File: src/rtl/serial_adder_fsm.sv
// Bit-serial adder: one full-adder stage driven LSB first for WIDTH cycles,
// with the carry held in a flop between bits and a registered result.
module serial_adder_fsm #(
  parameter int WIDTH = 8
) (
  input  logic             clk,
  input  logic             rst_n,
  input  logic             start,
  input  logic [WIDTH-1:0] op_a,
  input  logic [WIDTH-1:0] op_b,
  input  logic             c_in,
  output logic             busy,
  output logic             done,
  output logic [WIDTH-1:0] sum,
  output logic             c_out
);

  localparam int CNT_W = (WIDTH > 1) ? $clog2(WIDTH) : 1;
  localparam logic [CNT_W-1:0] LAST_CNT = CNT_W'(WIDTH - 1);
  localparam logic [CNT_W-1:0] CNT_ONE  = CNT_W'(1);

  typedef enum logic [1:0] {
    IDLE  = 2'd0,
    SHIFT = 2'd1,
    DONE  = 2'd2
  } state_t;

  state_t           state_r;
  state_t           state_nxt_s;
  logic [WIDTH-1:0] sh_a_r;
  logic [WIDTH-1:0] sh_b_r;
  logic [WIDTH-1:0] res_r;
  logic [WIDTH-1:0] res_nxt_s;
  logic [WIDTH-1:0] sum_r;
  logic [CNT_W-1:0] cnt_r;
  logic             cy_r;
  logic             bit_s;
  logic             co_s;
  logic             last_s;
  logic             busy_r;
  logic             done_r;
  logic             c_out_r;

  assign bit_s  = sh_a_r[0] ^ sh_b_r[0] ^ cy_r;
  assign co_s   = (sh_a_r[0] & sh_b_r[0]) | ((sh_a_r[0] ^ sh_b_r[0]) & cy_r);
  assign last_s = (cnt_r == LAST_CNT);

  // Result shift: the new sum bit enters at the MSB (also safe for WIDTH=1).
  always_comb begin
    res_nxt_s            = res_r >> 1'b1;
    res_nxt_s[WIDTH-1]   = bit_s;
  end

  // Next-state logic.
  always_comb begin
    state_nxt_s = state_r;
    case (state_r)
      IDLE: begin
        if (start) state_nxt_s = SHIFT;
        else       state_nxt_s = IDLE;
      end
      SHIFT: begin
        if (last_s) state_nxt_s = DONE;
        else        state_nxt_s = SHIFT;
      end
      DONE:    state_nxt_s = IDLE;
      default: state_nxt_s = IDLE;
    endcase
  end

  // State register; busy/done are registered from the next state.
  always_ff @(posedge clk or negedge rst_n) begin
    if (!rst_n) begin
      state_r <= IDLE;
      busy_r  <= 1'b0;
      done_r  <= 1'b0;
    end else begin
      state_r <= state_nxt_s;
      busy_r  <= (state_nxt_s != IDLE);
      done_r  <= (state_nxt_s == DONE);
    end
  end

  // Operand capture, bit-serial datapath and result load on the last bit.
  always_ff @(posedge clk or negedge rst_n) begin
    if (!rst_n) begin
      sh_a_r  <= '0;
      sh_b_r  <= '0;
      res_r   <= '0;
      cy_r    <= 1'b0;
      cnt_r   <= '0;
      sum_r   <= '0;
      c_out_r <= 1'b0;
    end else begin
      case (state_r)
        IDLE: begin
          if (start) begin
            sh_a_r <= op_a;
            sh_b_r <= op_b;
            cy_r   <= c_in;
            cnt_r  <= '0;
            res_r  <= '0;
          end else begin
            cnt_r  <= cnt_r;
          end
        end
        SHIFT: begin
          sh_a_r <= sh_a_r >> 1'b1;
          sh_b_r <= sh_b_r >> 1'b1;
          res_r  <= res_nxt_s;
          cy_r   <= co_s;
          cnt_r  <= cnt_r + CNT_ONE;
          if (last_s) begin
            sum_r   <= res_nxt_s;
            c_out_r <= co_s;
          end else begin
            sum_r   <= sum_r;
          end
        end
        default: begin
          cnt_r <= cnt_r;
        end
      endcase
    end
  end

  assign busy  = busy_r;
  assign done  = done_r;
  assign sum   = sum_r;
  assign c_out = c_out_r;

endmodule

File: config.mk
export PLATFORM = sky130hd
export DESIGN_NAME = serial_adder_fsm
export DESIGN_NICKNAME = d
export VERILOG_FILES = /design/src/rtl/serial_adder_fsm.sv
export SDC_FILE = /design/constraint.sdc
export NUM_CORES = 1
export LEC_CHECK = 0
export CORE_UTILIZATION = 28
export CTS_BUF_LIST = sky130_fd_sc_hd__clkbuf_16
export CTS_CLUSTER_DIAMETER = 100
export DETAILED_ROUTE_END_ITERATION = 8
export GPL_TIMING_DRIVEN = 0
export PLACE_DENSITY = 0.5
export SYNTH_ARGS = -nofsm -noshare
export SYNTH_HDL_FRONTEND = slang
export SYNTH_SLANG_ARGS = --single-unit
File: constraint.sdc
create_clock -name clk -period 1.5 [get_ports clk]
set_input_delay 0.375 -clock clk [delete_from_list [all_inputs] [get_ports clk]]
set_output_delay 0.375 -clock clk [all_outputs]
set_load 0.005 [all_outputs]
# [Yosys cells after proc, flatten, opt, wreduce, memory -nomap -nowiden]
# Cells that the tools add are included.
[totals] rom_bits=0 output_inout_bits=11 mem_count=0 register_bits=41 ramBits=0 wordCells=38 latchBits=0
[op_classes] bitwise_logic=5 reduce_logical=5 n_eq_ne=4 shift=0 div=0 order_cmp=0 mul=0 muxes=13 add_sub_neg=1
[op_table] operator="$pmux 8 s2" count=3
[op_table] operator="$mux 8" count=3
[op_table] operator="$pmux 3 s2" count=1
[op_table] operator="$pmux 2 s2" count=1
[op_table] operator="$reduce_and 2->1" count=2
[op_table] operator="$reduce_bool 2->1" count=2
[op_table] operator="$add 3x1->3 const B" count=1
[op_table] operator="$eq 3x3->1 const B" count=1
[op_table] operator="$mux 3" count=1
[op_table] operator="$and 1x1->1" count=2
[op_table] operator="$eq 2x1->1 const B" count=1
[op_table] operator="$eq 2x2->1 const B" count=1
[op_table] operator="$logic_not 2->1" count=1
[op_table] operator="$mux 1" count=2
[op_table] operator="$mux 2" count=1
[op_table] operator="$ne 2x2->1 const B" count=1
[op_table] operator="$pmux 1 s2" count=1
[op_table] operator="$xor 1x1->1" count=2
[op_table] operator="$or 1x1->1" count=1

# [Longest topological paths before layout]
[depth] depth_word=4 mapped_depth=6 mapped_depth_nobuf=4

# [Worst setup path after synthesis]
# OpenSTA, ideal clock, no wires.
[synth_path] path_type="reg2reg" start="register cnt_r[0]" end="register c_out_r, in the netlist c_out" path_stages_with_launch=6 t_arrival_ns=1.273 period_less_slack_ns=1.398 t_required_ns=1.375 setup_time_ns=0.125 path_slack_ns=0.102 cell_sequence="dfrtp_1 > ha_1 > ha_1 > nand2_4 > buf_6 > mux2_4"
[synth_between] elab_chain_len=2
[synth_rtl] item="start, declared" line_no="35" rtl="logic [CNT_W-1:0] cnt_r;"
[synth_rtl] item="start signal, assigned" line_no="104" rtl="cnt_r <= cnt_r;"
[synth_rtl] item="start signal, assigned" line_no="112" rtl="cnt_r <= cnt_r + CNT_ONE;"
[synth_rtl] item="start signal, assigned" line_no="121" rtl="cnt_r <= cnt_r;"
[synth_rtl] item="$eq 3x3->1" line_no="46" rtl="assign last_s = (cnt_r == LAST_CNT);"
[synth_rtl] item="$reduce_and 2->1 (no source line)"
[synth_rtl] item="end signal, assigned" line_no="115" rtl="c_out_r <= co_s;"
[synth_rtl] item="end, declared" line_no="42" rtl="logic c_out_r;"
# Every way passes these cells.
# A chain may end at the register's enable or synchronous reset.

# [Worst setup path in the final report]
[layout_path] start="register busy_r, in the netlist busy" end="output port busy"
[layout_rtl] item="start, declared" line_no="40" rtl="logic busy_r;"
[layout_rtl] item="start signal, assigned" line_no="79" rtl="busy_r <= (state_nxt_s != IDLE);"
[layout_rtl] item="end, declared" line_no="12" rtl="output logic busy,"
# No word-level cell between the ends.

==> results.txt <==
----------------------------------------------------
[Run status]
  Outcome ... finished clean

[Floorplan]
  Rows ... 28
  Initial core utilization ... 29.5%
  Die extent in y ... 81.7 um
  Die boundary width ... 81.7 um
  I/O pin count ... 31
  Die outline area ... 0.00667 mm2
  CORE AREA ... 0.00603 mm2

[Layout]
  Footprint of the multi-input gates ... 694 um2
  Number of standard cells in the layout, taps in and fillers out ... 265
  Relative area change from synthesis to final layout ... 33.7%
  Number of diodes added for antenna fixing ... 0
  Core utilization of the finished layout ... 39.5%
  Share of post-route cells with drive strength above 1 ... 17.9%
  Area of all sequential standard cells ... 0.00100 mm2
  Number of nets at the end of the flow ... 212
  Number of filler cells placed in the layout ... 598

[Synth]
  XOR/XNOR Fraction of Synth Area ... 0%
  Adder and majority gate portion of the synthesized area ... 2.53%
  Total nets after synthesis ... 171
  Most used flip-flop cell after synthesis ... sky130_fd_sc_hd__dfrtp_1
  Fraction of the mapped netlist area in simple logic gates ... 20.9%
  Cell types occupying the most area after synthesis ... sky130_fd_sc_hd__dfrtp_1 (56%), sky130_fd_sc_hd__nor3_1 (7.9%), sky130_fd_sc_hd__mux2_4 (6.8%)
  Post-synth design cell area ... 0.00178 mm2
  Count of different cell masters after synthesis ... 28
  Main combinational cell family by area after synthesis ... simple AND/OR/NAND/NOR gates
  Share of the synthesized area in the top cell type ... 56.3%
  Area leader, netlist ... sky130_fd_sc_hd__dfrtp_1
  Seq/Total Area, Yosys ... 56.3%
  Syn Inst Count ... 148
  Cell types with the highest counts after synthesis ... sky130_fd_sc_hd__dfrtp_1 (40), sky130_fd_sc_hd__nor3_1 (28), sky130_fd_sc_hd__nor2_1 (13)
  Synth Register Bits ... 40
  Count of flip-flops with a built-in enable after synthesis ... 0
  Synthesized area per cell ... 12.0 um2
  Compound-Gate Fraction of Synth Area ... 8.09%
  Portion of netlist area occupied by mux cells ... 7.39%
  Asr flop ratio synth ... 100%
  Cell with the most instances after synthesis ... sky130_fd_sc_hd__dfrtp_1
  Yosys Warn Count ... 0

[STA]
  Shortest clock period the worst path allows after layout ... 1.47 ns
  Worst slew margin ... 40.0%
  Final worst-path cycle share ... 97.7%
  Total of endpoints with negative setup slack in the final report ... 0
  Clock skew after layout ... 0.00499 ns
  Transition time at the pin with the least slew margin ... 0.900 ns
  Unrepaired setup endpoints after global routing ... no
  Worst hold slack across all endpoints ... 0.226 ns
  Setup Total Neg Slack ... 0 ns
  Hold Fails Final Rpt ... 0
  Max-slew violation total from the final report ... 0
  Fin worst setup slack ... 0.0338 ns
  Peak clock frequency supported by timing ... 682 MHz

[Drt]
  Count of antenna-violating nets left after detailed routing ... 0
  Average via count per standard cell ... 4.77
  Final WL ... 3590 um
  DRC marker count from the first detailed-route iteration ... 24
  Number of remaining DRC errors ... 0
  Pre-Repair DR Iteration Count ... 4
  Wire per inst ... 13.5 um
  Total number of vias ... 1264

[Global route]
  Pin count of the biggest net entering global routing ... 41
  Number of antenna violations at the first check in global routing ... 0
  Global-route wire length before repair ... 5970 um
  Total congestion overflow ... 0
  Number of global-route vias before repair ... 1282
  GR Util All Layers ... 12.2%

[Clock network]
  Sinks on the clock net ... 40
  Number of buffers on the longest clock path ... 2
  Root buffer cell ... sky130_fd_sc_hd__clkbuf_16
  Number of hold buffers added after CTS ... 0
  Clk slew on worst S/H paths ... 0.06 ns
  H-tree depth ... 2
  CTS tree ... done
  Number of buffers created by CTS ... 5
  Insertion delay of the later-clocked pin in the worst-skew pair ... 0.28 ns

[Setup path]
  Cell with the largest stage delay on the worst path ... sky130_fd_sc_hd__clkdlybuf4s50_1
  Start point of the critical path ... busy
  Arrival time at the worst endpoint ... 1.09 ns
  Crit path required time ... 1.12 ns
  Largest fanout on the critical path ... 1
  Setup crit end kind ... output pin
  Reg2Reg Launch Point ... cnt_r[0]
  Critical Setup Path Class ... flop to output pin
  Element type at the critical path start ... flop
  Highest cell delay on the worst timing path ... 0.49 ns
  Sequence of cells on the critical path ... clkdlybuf4s50_1
  Worst Path Buf+Inv ... 1
  Worst path top cell family by delay ... buffers and inverters

[Job]
  Max-cap violations ... 0

[Placed design]
  Placement Setup Slack ... -0.233 ns
  Cell Count Post-Placement ... 253
  Post-detail-place hpwl ... 2430 um
  Number of buffers inserted by port buffering ... 30
  Routability-driven placement congestion ratio ... 0.792

[Power and ir drop]
  Leakage Power ... 1.14 nW
  Total power density per cell area ... 2000 mW/mm2
  Worst vdd rail ir drop ... 0.000775 V

[Min path]
  Hold WC Path Type ... primary input to async pin

----------------------------------------------------
==> power breakdown <==
group	total (W)	switching [W]	internal [W]	leakage, nW
Clock	0.00118	0.000408	0.000773	0.0789
Combinational	0.00171	0.000713	0.00100	0.574
Sequential	0.00186	0.000293	0.00157	0.486
Total	0.00476	0.00141	0.00334	1.14
==> worst paths after layout <==
kind                       slack, ns  cells past startpoint  endpoint
max                             0.03                      1      busy
min in group clk                0.50                      1  cnt_r[1]
max reg2reg                     0.06                      5    sum[6]
min                             0.23                      1    sum[7]
max in group asynchronous       0.71                      1     c_out
min reg2reg                     0.50                      1  cnt_r[1]
==> cells in the final DEF (no fill, tap or decap), drive strengths merged <==
master,instances
bufinv,1
clkdlybuf4s50,19
fa,1
nor3b,12
o21bai,1
o21ai,1
dlymetal6s2s,5
nand2b,3
a21oi,1
clkbuf,10
clkinv,2
nand2,2
or2,1
nor3,28
buf,11
ha,2
o22ai,3
dlygate4sd2,5
a22o,11
mux2,9
dfrtp,40
nor2b,4
inv,3
nor2,13
nor4b,2
==> layer usage <==
| metal | GRT usage, % | share of wire, % |
|---|---|---|
| met2 | 19.1 | 46 |
| met5 | 0 | 0 |
| met1 | 14.9 | 48 |
| met3 | 3.67 | 5.0 |
| met4 | 6.84 | 1.7 |
==> registers in the layout, indices dropped and copies added, names as in the netlist <==
name     flops
state_r      2
cy_r         1
cnt_r        3
busy         1
sh_b_r       8
res_r        7
sh_a_r       8
sum          8
done         1
c_out        1
==> cell type report <==
type	count	area share (%)
Clock buffer	5	5.26
Inverter	3	0.474
Tap cell	75	3.95
Buffer	11	3.47
Multi-Input combinational cell	94	29.2
Timing Repair Buffer	34	13.9
Sequential cell	40	42.1
Clock inverter	3	1.58
==> through the flow <==
stage / instance area (um2) / power [W]
floorplan: 1780 / 0.00298
global placement: 2170 / 0.00355
detailed placement: 2170 / 0.00361
CTS: 2360 / 0.00484
global route: 2380 / 0.00510
finish: 2380 / 0.00476
==> kinds of logic (layout without fill, tap and decap cells) <==
group                      count (synthesis)  count (layout)
AOI/OAI and AO/OA                         17              17
muxes                                      9               9
buffers and inverters                     14              56
DFF                                       40              40
adders and majority gates                  3               3
and+or+nand+nor                           65              65
==> what timing repair did <==
item	4_1_cts	5_1_grt
setup buffers	4	0
resized for setup	7	6
hold endpoints to repair	0	0
pin swaps	0	0
setup endpoints to repair	16	13
No activity file was read; power rests on OpenSTA's default activity.
